<file path="config.mk">
export PLATFORM = sky130hd
export DESIGN_NAME = in_reg_sync_bank
export DESIGN_NICKNAME = d
export VERILOG_FILES = /design/src/rtl/in_reg_pkg.sv /design/src/rtl/in_reg_chan.sv /design/src/rtl/in_reg_sync_bank.sv
export SDC_FILE = /design/constraint.sdc
export NUM_CORES = 1
export LEC_CHECK = 0
export CORE_UTILIZATION = 40
export CTS_BUF_LIST = sky130_fd_sc_hd__clkbuf_8
export DETAILED_ROUTE_END_ITERATION = 6
export PLACE_DENSITY_LB_ADDON = 0.25
export SLEW_MARGIN = 20
export SYNTH_ARGS = -nofsm -noshare
export SYNTH_HDL_FRONTEND = slang
export SYNTH_SLANG_ARGS = --single-unit
</file>
<file path="constraint.sdc">
create_clock -name clk -period 1.71 [get_ports clk]
set_input_delay 0.2565 -clock clk [delete_from_list [all_inputs] [get_ports clk]]
set_output_delay 0.2565 -clock clk [all_outputs]
set_load 0.005 [all_outputs]
</file>
<file path="src/rtl/in_reg_pkg.sv">
// ---------------------------------------------------------------------------
// in_reg_pkg
//
// Purpose : shared constants and elaboration helpers for the input-register
//           bank (in_reg_sync_bank / in_reg_chan).
//
// Contents:
//   SYNC_MAX   largest supported synchroniser depth
//   FILT_MAX   largest supported debounce length
//   WIDTH_MAX  largest supported channel count
//   cnt_width  debounce counter width for a given filter length
//   params_ok  range check used to stop elaboration on bad parameters
// ---------------------------------------------------------------------------
package in_reg_pkg;

    localparam int SYNC_MAX  = 4;
    localparam int FILT_MAX  = 255;
    localparam int WIDTH_MAX = 32;

    // The counter only ever holds 0..FILT_LEN-1, so clog2(FILT_LEN) bits are
    // enough. FILT_LEN of 1 or 2 still gets one bit so the vector is legal.
    function automatic int cnt_width(input int filt_len);
        if (filt_len <= 2) begin
            return 1;
        end
        return $clog2(filt_len);
    endfunction

    function automatic bit params_ok(input int width,
                                     input int sync_stages,
                                     input int filt_len);
        return (width >= 1) && (width <= WIDTH_MAX) &&
               (sync_stages >= 1) && (sync_stages <= SYNC_MAX) &&
               (filt_len >= 1) && (filt_len <= FILT_MAX);
    endfunction

endpackage

</file>
<file path="src/rtl/in_reg_chan.sv">
// ---------------------------------------------------------------------------
// in_reg_chan
//
// Purpose : one input channel. Synchronises an asynchronous pad bit, debounces
//           it with a consecutive-sample filter, produces registered rise/fall
//           strobes from the filtered value and offers a combinational bypass.
//
// Ports:
//   i_clk    clock, rising edge
//   i_rst    asynchronous, active-high reset
//   i_din    raw pad input, asynchronous to i_clk
//   i_sel    1 = o_dout driven directly by i_din (bypass)
//   i_hold   freeze the filter counter and stable value
//   o_dout   i_sel ? i_din : stable
//   o_rise   one-cycle strobe in the cycle stable becomes 1
//   o_fall   one-cycle strobe in the cycle stable becomes 0
//
// Timing: a step on i_din that is captured by edge 1 and then held is
// accepted into stable by edge SYNC_STAGES+FILT_LEN (counting the capturing
// edge as edge 1); the strobe is asserted in that same cycle.
// ---------------------------------------------------------------------------
module in_reg_chan
    import in_reg_pkg::*;
#(
    parameter int   SYNC_STAGES = 2,
    parameter int   FILT_LEN    = 4,
    parameter logic RST_BIT     = 1'b0
) (
    input  logic i_clk,
    input  logic i_rst,
    input  logic i_din,
    input  logic i_sel,
    input  logic i_hold,
    output logic o_dout,
    output logic o_rise,
    output logic o_fall
);

    localparam int            CW       = cnt_width(FILT_LEN);
    localparam logic [CW-1:0] CNT_LAST = CW'(FILT_LEN - 1);

    logic [SYNC_STAGES-1:0] r_sync;
    logic [CW-1:0]          r_cnt;
    logic                   r_stable;
    logic                   r_rise;
    logic                   r_fall;

    logic w_syn;
    logic w_diff;
    logic w_accept;

    // -----------------------------------------------------------------------
    // Synchroniser: shifts every clock, hold has no effect here so that the
    // chain always carries the current pad value when hold is released.
    // -----------------------------------------------------------------------
    always_ff @(posedge i_clk or posedge i_rst) begin
        if (i_rst) begin
            r_sync <= {SYNC_STAGES{RST_BIT}};
        end else begin
            r_sync[0] <= i_din;
            for (int k = 1; k < SYNC_STAGES; k++) begin
                r_sync[k] <= r_sync[k-1];
            end
        end
    end

    assign w_syn  = r_sync[SYNC_STAGES-1];
    assign w_diff = w_syn ^ r_stable;

    // The last differing sample of a full run is the one that is accepted:
    // the counter has already seen FILT_LEN-1 earlier differing samples.
    assign w_accept = !i_hold && w_diff && (r_cnt == CNT_LAST);

    // -----------------------------------------------------------------------
    // Debounce filter and strobes. Strobes are registered on the same edge
    // that updates stable, so they line up with the new o_dout value.
    // -----------------------------------------------------------------------
    always_ff @(posedge i_clk or posedge i_rst) begin
        if (i_rst) begin
            r_cnt    <= '0;
            r_stable <= RST_BIT;
            r_rise   <= 1'b0;
            r_fall   <= 1'b0;
        end else begin
            r_rise <= w_accept &&  w_syn;
            r_fall <= w_accept && !w_syn;
            if (!i_hold) begin
                if (!w_diff) begin
                    // Any matching sample restarts the run.
                    r_cnt <= '0;
                end else if (w_accept) begin
                    r_stable <= w_syn;
                    r_cnt    <= '0;
                end else begin
                    r_cnt <= r_cnt + 1'b1;
                end
            end
        end
    end

    // Bypass is purely combinational; the filter keeps running underneath.
    assign o_dout = i_sel ? i_din : r_stable;
    assign o_rise = r_rise;
    assign o_fall = r_fall;

endmodule

</file>
<file path="src/rtl/in_reg_sync_bank.sv">
// ---------------------------------------------------------------------------
// in_reg_sync_bank
//
// Purpose : WIDTH independent slow-input channels between IO pads and fabric
//           logic (buttons, straps, handshake lines). Each channel is a
//           synchroniser, a debounce filter, rise/fall strobes and a bypass.
//
// Ports:
//   clk       clock, rising edge
//   rst       asynchronous, active-high reset
//   data_in   [WIDTH] raw pad inputs, asynchronous to clk
//   sel       [WIDTH] per-channel bypass, 1 = data_out[i] follows data_in[i]
//   hold      bank-wide freeze of stable values and filter counters
//   data_out  [WIDTH] sel[i] ? data_in[i] : stable[i]
//   rise      [WIDTH] one-cycle strobe when stable[i] goes 0->1
//   fall      [WIDTH] one-cycle strobe when stable[i] goes 1->0
//
// There is no handshake: every output is meaningful in every cycle, and
// strobes are single-cycle pulses with no acknowledge.
// ---------------------------------------------------------------------------
module in_reg_sync_bank
    import in_reg_pkg::*;
#(
    parameter int               WIDTH       = 8,
    parameter int               SYNC_STAGES = 2,
    parameter int               FILT_LEN    = 4,
    parameter logic [WIDTH-1:0] RST_VAL     = {WIDTH{1'b0}}
) (
    input  logic             clk,
    input  logic             rst,
    input  logic [WIDTH-1:0] data_in,
    input  logic [WIDTH-1:0] sel,
    input  logic             hold,
    output logic [WIDTH-1:0] data_out,
    output logic [WIDTH-1:0] rise,
    output logic [WIDTH-1:0] fall
);

    // Stop elaboration rather than build a bank with unsupported geometry.
    if (!params_ok(WIDTH, SYNC_STAGES, FILT_LEN)) begin : g_param_err
        $error("in_reg_sync_bank: parameter out of range (WIDTH=%0d SYNC_STAGES=%0d FILT_LEN=%0d)",
               WIDTH, SYNC_STAGES, FILT_LEN);
    end

    for (genvar g = 0; g < WIDTH; g++) begin : g_chan
        in_reg_chan #(
            .SYNC_STAGES (SYNC_STAGES),
            .FILT_LEN    (FILT_LEN),
            .RST_BIT     (RST_VAL[g])
        ) u_chan (
            .i_clk  (clk),
            .i_rst  (rst),
            .i_din  (data_in[g]),
            .i_sel  (sel[g]),
            .i_hold (hold),
            .o_dout (data_out[g]),
            .o_rise (rise[g]),
            .o_fall (fall[g])
        );
    end

endmodule
</file>
==> flow_metrics.tcl <==
set metrics [dict create \
    status "completed" \
    synth.area.mux_share_pct 7.388 \
    syn_to_final_growth_pct 19.34 \
    core_area_um2 5886 \
    worst_r2r_path_depth 3 \
    grt_max_degree 41 \
    yosys_warnings 0 \
    dpl-instance-area_um2 2794 \
    htree_levels 2 \
    nets 232 \
    wl_per_cell_um 11.72 \
    layout_setup_ws_ps 139.2 \
    totalWireLength_um 3294 \
    finalCritPeriodShare_pct 91.86 \
    grt_pass1_wl_um 5940 \
    ys_seq_area_share_pct 57.47 \
    fp.dieH_um 80.08 \
    grt.overflow.total 0 \
    crit_arrival_ps 1310 \
    final_cell_mix "dfrtp_1, clkdlybuf4s50_1, mux2_2" \
    drive_above_1_share_pct 17.48 \
    cts.sinks 56 \
    io_pins 43 \
    cts_root_buf "clkbuf_8" \
    peakVddDrop_uv 521.6 \
    die_w_um 80.08 \
    antenna_found_initial 0 \
    cp-start-kind "input port" \
    ys_types 22 \
    syn_nets 208 \
    start_util_pct 41.43 \
    power_density_nw_per_um2 1269 \
    worst_slew_pin_slew_ps 320.0 \
    firstDrtPassIters 5 \
    fmax_mhz 636.6 \
    synth_area_leader_cell "dfrtp_1" \
    first_global_vias 1345 \
    synth_fa_ha_area_share_pct 4.105 \
    yosys-top-cells-area "dfrtp_1, buf_4, mux2_2, ha_1, nor3b_1" \
    layout_commonest_cell "dfrtp_1" \
    setup_viol 0 \
    period_minus_slack_ps 1571 \
    vias_per_cell 4.751 \
    num_rows 28 \
    worstReg2RegEnd "g_chan[2].u_chan.r_stable" \
    intPower_uw 2695 \
    syn_area_per_cell_um2 13.47 \
    switching_share_pct 27.05 \
    regToRegSetupSlack_ps 460 \
    cts_hold_buffers 0 \
    final.setup.tns_ps 0 \
    clk_path_buf_depth 2 \
    p_switching_uw 999.2 \
    cts-buffers-inserted 5 \
    maxCapViolations 0 \
    grt_setup_unrepaired "false" \
    min_path_type "input port to async pin" \
    portBuffers 42 \
    r2r_start "g_chan[2].u_chan.r_cnt[0]" \
    maxSlewHeadroom_pct 78.64 \
    cp.required_ps 1450 \
    ant_nets 0 \
    track_usage_pct 12.05 \
    synth_top_family_by_area "simple AND/OR/NAND/NOR gates" \
    synth_xor_area_share_pct 2.873 \
    cts_setup_buffers 0 \
    dp_hpwl_um 2241 \
    clock_skew_ps 8.395 \
    clkLatencyLatePin_ps 300 \
    slew_violations 0 \
    comb_power_share_pct 24.5 \
    fin_area_um2 2910 \
    clk_pin_slew_ps 100 \
    yosysTopAreaCellShare_pct 57.47 \
    synth-compound-area-share_pct 4.977 \
    cts_tree "built" \
    worstSetupPathType "input port to output port" \
    synth_cells 181 \
    seqPwrFrac_pct 50.3 \
    syn_area_um2 2439 \
    finalHoldViolations 0 \
    ys_ff_latch 56 \
    vias 1335 \
    endpoint_kind "output port" \
    clkPwrFrac_pct 25.2 \
    p_leak_uw 0.001348 \
    drc 0 \
    die_area_um2 6413 \
    dr.first_iter.drc_count 35 \
    cts_resized 8 \
    synthSimpleGateAreaFrac_pct 14.06 \
    gp_congestion 0.6386 \
    dp_worst_setup_slack_ps -59.26 \
    critPathMaxFanout 1 \
    num_antenna_cells 0 \
]
==> power by group through the flow <==
stage               sequential, uW  clock, uW  combinational, uW
floorplan                     1820          0                777
global placement              1880          0                930
detailed placement            1880          0                964
CTS                           1860        958                928
global route                  1920       1010               1030
finish                        1860        930                905
==> cells in the mapped netlist <==
library cell and instances:
dfrtp_1 56, buf_4 24, mux2_2 16, nor3b_1 10, a22o_1 8, ha_1 8, nand2_1 8, and3b_1 6
nand2b_4 5, nor2b_1 5, nand2b_1 4, nor3_1 4, o21ai_0 4, or3_1 4, xnor2_1 4, xor2_1 4
buf_6 3, o21ai_2 3, and2b_1 2, buf_2 1, inv_1 1, o21ai_1 1
==> flip-flops by register name, summed over array words and instances (netlist names) <==
| name | flops |
|---|---|
| g_chan.u_chan.o_rise | 8 |
| g_chan.u_chan.r_stable | 8 |
| g_chan.u_chan.r_sync | 16 |
| g_chan.u_chan.r_cnt | 16 |
| g_chan.u_chan.o_fall | 8 |
==> worst max-delay path by stage <==
stage	start	end	slack (ps)	cells after the start
after floorplan	rst	g_chan[0].u_chan.o_fall	80	1
after global placement	sel[5]	data_out[5]	-70	3
after detailed placement	sel[5]	data_out[5]	-60	3
after CTS	sel[5]	data_out[5]	120	3
after global routing	sel[5]	data_out[5]	110	3
final	sel[5]	data_out[5]	140	3
==> metrics by stage <==
step           cells  util [%]  total power (uW)  hold slack, ps
6_report         281     49.45              3694           216.3
3_5_place_dp     273     47.47              2849           336.3
5_1_grt          281     49.45              3953           235.1
2_1_floorplan    181         -              2602           287.9
4_1_cts          281     49.45              3749           220.4
3_3_place_gp     273     47.47              2807           332.8
==> routing by layer <==
metal,track usage (%),up-vias,part of all wire [%]
li1,-,640,-
met1,15.49,667,46
met2,19.23,24,49
met3,2.955,4,4.3
met4,5.357,0,1.3
met5,0,-,0
==> worst max-delay path: stages <==
cell and delay (ps):
clkdlybuf4s50_1 470, mux2_2 320, dlygate4sd2_1 260
==> layout make-up <==
type,instances,area (um^2)
Clock inverter,1,30.03
Tap cell,75,93.84
Timing Repair Buffer,45,470.5
Inverter,1,3.754
Fill cell,539,2975
Sequential cell,56,1401
Clock buffer,7,96.34
Multi-Input combinational cell,96,814.5
==> kinds of logic after synthesis <==
group	Yosys count
flip-flops	56
AND/OR/NAND/NOR	48
buffers and inverters	29
AO/OA/AOI/OAI	16
multiplexers	16
XOR/XNOR	8
adder cells (fa/ha/maj)	8
No activity file was read; power rests on OpenSTA's default activity.
